==> src/rtl/fetch_decode_stage.sv <==
// fetch_decode_stage: instruction fetch from a loadable ROM, branch/halt decode, wrong-path squash and sticky halt
module fetch_decode_stage #(
    parameter int ADDR_W       = 8,
    parameter int INSTR_W      = 9,
    parameter int FLUSH_CYCLES = 2
) (
    input  logic               clk,
    input  logic               reset,
    input  logic [ADDR_W-1:0]  pc_addr,
    input  logic               taken,
    input  logic               load_en,
    input  logic [ADDR_W-1:0]  load_addr,
    input  logic [INSTR_W-1:0] load_data,
    input  logic               lut_we,
    input  logic [3:0]         lut_idx,
    input  logic [7:0]         lut_data,
    output logic [INSTR_W-1:0] instr,
    output logic               valid,
    output logic               branchsig,
    output logic               branchtype,
    output logic [7:0]         BranchOut,
    output logic               halt
);
    typedef enum logic [1:0] {RUN, FLUSH, HALTED} state_t;

    localparam logic [2:0]         ARM       = (FLUSH_CYCLES == 0) ? 3'd0 : 3'(FLUSH_CYCLES - 1);
    localparam logic [INSTR_W-1:0] HALT_WORD = INSTR_W'(9'h0FF);

    logic [INSTR_W-1:0] rom [2**ADDR_W];
    logic [7:0]         lut [16];
    state_t             state;
    logic [2:0]         cnt;
    logic [2:0]         cnt_nxt;
    logic [INSTR_W-1:0] word;
    logic [2:0]         opc;
    logic               is_br;
    logic               is_bne;
    logic               is_halt;
    logic               squash;
    logic [7:0]         off;

    // decode the addressed word and work out squash and the next flush count
    always_comb begin
        word    = rom[pc_addr];
        opc     = word[INSTR_W-1 -: 3];
        is_br   = opc[2:1] == 2'b11;
        is_bne  = opc == 3'b111;
        is_halt = word == HALT_WORD;
        off     = is_br ? lut[word[3:0]] : 8'h00;
        squash  = (FLUSH_CYCLES != 0) && (taken || cnt != 3'd0);
        cnt_nxt = (FLUSH_CYCLES != 0 && taken) ? ARM : (cnt != 3'd0 ? cnt - 3'd1 : 3'd0);
    end

    // ROM is boot-loaded and deliberately not reset; reads see the pre-edge contents
    always_ff @(posedge clk) begin
        if (load_en) rom[load_addr] <= load_data;
    end

    // branch-offset table, cleared by reset
    always_ff @(posedge clk or posedge reset) begin
        if (reset) begin
            for (int i = 0; i < 16; i++) lut[i] <= 8'h00;
        end else if (lut_we) begin
            lut[lut_idx] <= lut_data;
        end
    end

    // stage register, flush counter and halt latch
    always_ff @(posedge clk or posedge reset) begin
        if (reset) begin
            instr      <= '0;
            valid      <= 1'b0;
            branchsig  <= 1'b0;
            branchtype <= 1'b0;
            BranchOut  <= 8'h00;
            halt       <= 1'b0;
            cnt        <= 3'd0;
            state      <= RUN;
        end else if (state == HALTED) begin
            valid      <= 1'b0;
            branchsig  <= 1'b0;
            branchtype <= 1'b0;
            BranchOut  <= 8'h00;
        end else begin
            instr      <= word;
            valid      <= !squash;
            branchsig  <= !squash && is_br;
            branchtype <= !squash && is_br && is_bne;
            BranchOut  <= squash ? 8'h00 : off;
            cnt        <= cnt_nxt;
            if (!squash && is_halt) begin
                halt  <= 1'b1;
                state <= HALTED;
            end else begin
                state <= (cnt_nxt != 3'd0) ? FLUSH : RUN;
            end
        end
    end
endmodule

==> config.mk <==
export PLATFORM = sky130hd
export DESIGN_NAME = fetch_decode_stage
export DESIGN_NICKNAME = d
export VERILOG_FILES = /design/src/rtl/fetch_decode_stage.sv
export SDC_FILE = /design/constraint.sdc
export NUM_CORES = 2
export LEC_CHECK = 0
export CORE_UTILIZATION = 60
export DETAILED_ROUTE_END_ITERATION = 6
export PLACE_DENSITY = 0.8
export SYNTH_ARGS = -nofsm -noshare
export SYNTH_HDL_FRONTEND = slang
export SYNTH_SLANG_ARGS = --single-unit
==> constraint.sdc <==
create_clock -name clk -period 7.1 [get_ports clk]
set_clock_uncertainty 0.2 [all_clocks]
set_input_delay 1.42 -clock clk [delete_from_list [all_inputs] [get_ports clk]]
set_output_delay 1.42 -clock clk [all_outputs]
set_load 0.005 [all_outputs]
Yosys cells after proc, flatten, opt, wreduce, memory -nomap -nowiden
Memory sizes are Yosys's and may differ from the RTL's.
Cells that the tools add are included.
{"block": "totals", "ff_bits": 154, "mem_bits_rw": 2304, "input_bits": 42, "out_inout_bits": 21, "word_cells": 63, "n_memories": 1}
{"block": "op_classes", "addsub": 1, "order_cmp": 3, "eq_ne": 4, "mux": 18, "bitwise": 3, "n_reduce_logical": 9}
{"name": "rom", "depth": 256, "word_bits": 9, "rd": 1, "rd_clocked_by_memory_dff": 0, "write_ports": 1, "line_no": "29", "rtl": "logic [INSTR_W-1:0] rom [2**ADDR_W];"}
{"cell": "128-bit bitwise mux", "n": 1}
{"cell": "8-bit two-way mux", "n": 6}
{"cell": "8-bit binary-select mux with 4-bit select", "n": 1}
{"cell": "8-bit demux with 4-bit select", "n": 1}
{"cell": "5-bit greater-or-equal comparator, second input constant", "n": 2}
{"cell": "4-bit inverter with 5-bit output", "n": 2}
{"cell": "9-bit by 8-bit equality test with 1-bit output, second input constant", "n": 1}
{"cell": "1-bit two-way mux", "n": 6}
{"cell": "3-bit two-way mux", "n": 2}
{"cell": "3-bit nonzero test", "n": 2}
{"cell": "5-bit by 1-bit < comparator with 1-bit output, second input constant", "n": 1}
{"cell": "2-bit equality test, second input constant", "n": 2}
{"cell": "1-bit logical AND", "n": 4}
{"cell": "3-bit equality test, second input constant", "n": 1}
{"cell": "3-bit by 1-bit subtractor with 3-bit output, second input constant", "n": 1}
{"cell": "2-bit two-way mux", "n": 1}
{"cell": "2-bit AND reduction", "n": 1}
{"cell": "1-bit logical NOT", "n": 1}
{"cell": "1-bit logical OR", "n": 1}
{"cell": "1-bit inverter", "n": 1}

Logic depth before layout (Yosys ltp)
An unclocked memory read counts as a cell.
{"block": "logic_depth", "word_depth": 8, "ltp_mapped": 18, "ltp_nobuf": 10}

Least setup slack after synthesis
No wires, ideal clock.
{"block": "synth_path", "path_type": "input to register", "startpoint": "input pc_addr[0]", "endpoint": "register halt", "setup_ns": 0.120, "t_arrival_ns": 4.506, "required_ns": 6.780, "slack_ns": 2.274, "path_stages": 10, "path_buffers": 4, "path_cell_list": "buf_6 buf_6 buf_6 buf_2 mux4_2 mux4_2 mux4_2 mux4_2 and4_1 a31o_1"}
{"block": "synth_via", "elab_chain_cells": 4}
{"item": "start: declaration", "line_no": "9", "rtl": "input logic [ADDR_W-1:0] pc_addr,"}
{"item": "memory read 256 x 9 bit"}
{"item": "9-bit by 8-bit equality test with 1-bit output", "line_no": "48", "rtl": "is_halt = word == HALT_WORD;"}
{"item": "1-bit logical AND", "line_no": "91", "rtl": "if (!squash && is_halt) begin"}
{"item": "2-bit AND reduction (no line)"}
{"item": "end signal: assignment", "line_no": "76", "rtl": "halt <= 1'b0;"}
{"item": "end signal: assignment", "line_no": "92", "rtl": "halt <= 1'b1;"}
{"item": "end: declaration", "line_no": "22", "rtl": "output logic halt"}
No other way between the ends.
A chain may end at the register's enable or synchronous reset.

Final worst setup path
{"block": "layout_path", "startpoint": "input pc_addr[0]", "endpoint": "register BranchOut[1]"}
{"block": "layout_via", "elab_chain_cells": 8, "elab_cells_between_ends": 9, "cone_classes": "1 x eq/ne; 6 x mux; 1 x bitwise; 1 x memory"}
{"item": "memory read 256 x 9 bit (*)"}
{"item": "4-bit inverter with 5-bit output (implied by the code)", "line_no": "49", "rtl": "off = is_br ? lut[word[3:0]] : 8'h00;"}
{"item": "8-bit binary-select mux with 4-bit select", "line_no": "49"}
{"item": "8-bit two-way mux (implied by the code) (2 in series)", "line_no": "49"}
{"item": "8-bit two-way mux (*)", "line_no": "49"}
{"item": "8-bit two-way mux (*)", "line_no": "89", "rtl": "BranchOut <= squash ? 8'h00 : off;"}
{"item": "8-bit two-way mux (*)", "line_no": "79", "rtl": "end else if (state == HALTED) begin"}
{"item": "end signal: assignment", "line_no": "89"}
{"item": "end: declaration", "line_no": "21", "rtl": "output logic [7:0] BranchOut,"}
Mark *: on every way between the ends. The rest lies on a longest branch, timed or not. The select of a mux whose other input is x is not followed.

==> reports/results.tsv <==
metric	value	unit
clock-sinks	2458	
hpwlAfterDp	153	mm
wl_per_cell	36.0	um
drv_slew	0	
final_nets	4853	
hp-start	instr[1]	
place_area	0.100	mm^2
fill_cells	9430	
cts_max_path_buffers	3	
vias	50900	
critPathMostFrequentCell	buf_4	
worst_r2r_path_depth	12	
yosysTopAreaCellShare	71.3	%
gr-usage-all-layers	31.9	%
synth_top_area_cell	edfxtp_1	
final_cell_mix	edfxtp_1, mux4_2, nor2_1	
avgSynthCellArea	21.0	um^2
root_buffer	clkbuf_16	
drive_gt1_share	25.6	%
routed_wl	258	mm
die_x	404	um
clock_latency	0.88	ns
p_sw_share	22.1	%
synthCells	4623	
cts_resized	0	
post-route-drc-count	15	
synth_cell_types	76	
hold_slack	0.275	ns
pwr-share-seq	53.7	%
crit_arrival	6.61	ns
fin_crit	6.08	ns
grt_pass1_wl	366	mm
violations	DRC	
htree_levels	4	
grt_pass1_vias	50700	
cts_setup_buffers	0	
power_density	280	mW/mm^2
maxCapViolCount	0	
min_to	instr[1]	
syn-cell-area	0.0970	mm^2
place_ws	0.424	ns
peakVddDrop	305	uV
clock.fmax	165	MHz
dieArea	0.163	mm^2
outcome	complete, but fails checks	
initial_core_util	60.4	%
ys.flop_type	edfxtp_1	
cpPeakStageDelay	1.02	ns
pin_count	63	
antenna_found_initial	13	
power	30.1	mW
path_max_fanout	48	
p_int	23.5	mW
cp-end-kind	flip-flop	
grt_max_degree	208	
drt_iter0_drc	8791	
timing.final.ws_setup	1.02	ns
ys_seq_area_share	75.3	%
finalSetupViolCount	0	
synth-seq-cells	2458	
dieHeight	404	um
stdcell_area	0.108	mm^2
r2r-start	rom[136][0]	
finalCritPeriodShare	85.6	%
critPathLaunchType	primary input	
power.share.combinational	6.6	%
holdBufCountCts	0	
coreArea	0.161	mm^2
leakagePower	34.5	nW
r2r_end	BranchOut[1]	
clk_pin_slew_worst_paths	0.07	ns
reg2reg_slack	2.18	ns
port_buffers	62	
synth-edff-count	2304	
holdPathStages	2	
slew_headroom	12.1	%
p_switching	6.66	mW
viasPerCell	7.10	
ant_nets	0	
clkPwrFrac	39.7	%
grt_overflow_total	0	
layout_commonest_cell	edfxtp_1	
rsz0062_at_grt	no	
hold_path.class	reg -> reg	
worstMarginPinSlew	1.31	ns
synthArstFlopShare	6.27	%
yosysWarnings	0	
cts_tree	done	
dr.pass1.iters	7	
tns	0	ns
synth_area_leaders	edfxtp_1, mux4_2, dfrtp_1	
crit_required	7.63	ns
gp_routability_congestion	0.938	
path_cells	buf_8 -> buf_4 -> mux4_2 -> a211oi_1 -> o311ai_1 -> buf_4 -> and2_1 -> a222oi_1 -> buf_4 -> buf_4 -> nor2_1 -> a2111oi_0 -> nor4_1	
path_class	in -> reg	
rows	147	
cts_made_buffers	225	
syn_nets	4667	
flow.area_growth_from_synthesis	10.9	%
finalHoldViolations	0	
critPathSlowestCell	a211oi_1	
## logic make-up after synthesis
family | count (synthesis) | share of synthesized area, %
multiplexers | 968 | 18.0
flip-flops | 2458 | 75.3
adder cells (fa/ha/maj) | 2 | 0.0258
AO/OA/AOI/OAI | 245 | 1.91
buffers and inverters | 279 | 1.66
AND/OR/NAND/NOR | 671 | 3.09
## layer usage
| metal | GRT usage, % | share of wire (%) | vias up |
|---|---|---|---|
| li1 | - | - | 19500 |
| met1 | 42.9 | 34 | 26200 |
| met2 | 48.6 | 46 | 4371 |
| met3 | 9.56 | 14 | 806 |
| met4 | 14.9 | 5.6 | 12 |
| met5 | 0 | 0.031 | - |
## sequential cells by signal, indices dropped and copies added (netlist names)
| register | count |
|---|---|
| valid | 1 |
| cnt | 3 |
| BranchOut | 8 |
| instr | 9 |
| halt | 1 |
| state | 2 |
| lut | 128 |
| branchsig | 1 |
| branchtype | 1 |
| rom | 2304 |
## cells in the mapped netlist, drive strengths merged (26+ instances only)
master / n
dfrtp: 154
a22oi: 78
a21oi: 34
nand3: 66
buf: 156
edfxtp: 2304
nor2b: 26
clkbuf: 109
nor2: 324
nand2: 141
mux4: 606
mux2i: 217
mux2: 145
## layout make-up
class | count | area [um^2] | area share (%)
Inverter | 14 | 57.6 | 0.0535
Timing Repair Buffer | 224 | 2150 | 2.00
Tap cell | 2160 | 2700 | 2.51
Antenna cell | 6 | 15.0 | 0.0140
Sequential cell | 2458 | 73000 | 67.9
Multi-Input combinational cell | 1886 | 22400 | 20.8
Clock inverter | 135 | 1250 | 1.16
Clock buffer | 284 | 5940 | 5.52
## worst max-delay path by stage
stage,from,endpoint,slack [ns],depth (start not counted)
after floorplan,reset,BranchOut[0],1.33,1
after global placement,pc_addr[0],BranchOut[5],0.54,13
after detailed placement,pc_addr[0],BranchOut[2],0.42,13
after CTS,pc_addr[0],BranchOut[2],1.20,13
after global routing,pc_addr[0],BranchOut[3],0.88,13
final,pc_addr[0],BranchOut[1],1.02,13
## worst max-delay path, delay by kind of cell
kind            cells  cell delay, ns
mux                 1            0.59
simple gates        3            0.37
buf+inv             5            1.70
compound gates      4            2.41
## power groups by stage
stage	registers, mW	clock network, mW	logic [mW]
final	16.2	12.0	1.98
after floorplan	16.4	0	1.15
after global routing	16.2	12.5	2.05
after CTS	16.2	12.0	1.94
after global placement	16.5	0	1.87
after detailed placement	16.5	0	1.92
## through the flow
stage                     utilization, %  std cells
final                               67.0       7167
after global routing                67.0       7162
after CTS                           67.0       7161
after detailed placement            62.5       6742
after global placement              62.5       6742
after floorplan                        -       4623
Power figures use the tool's default switching activity.
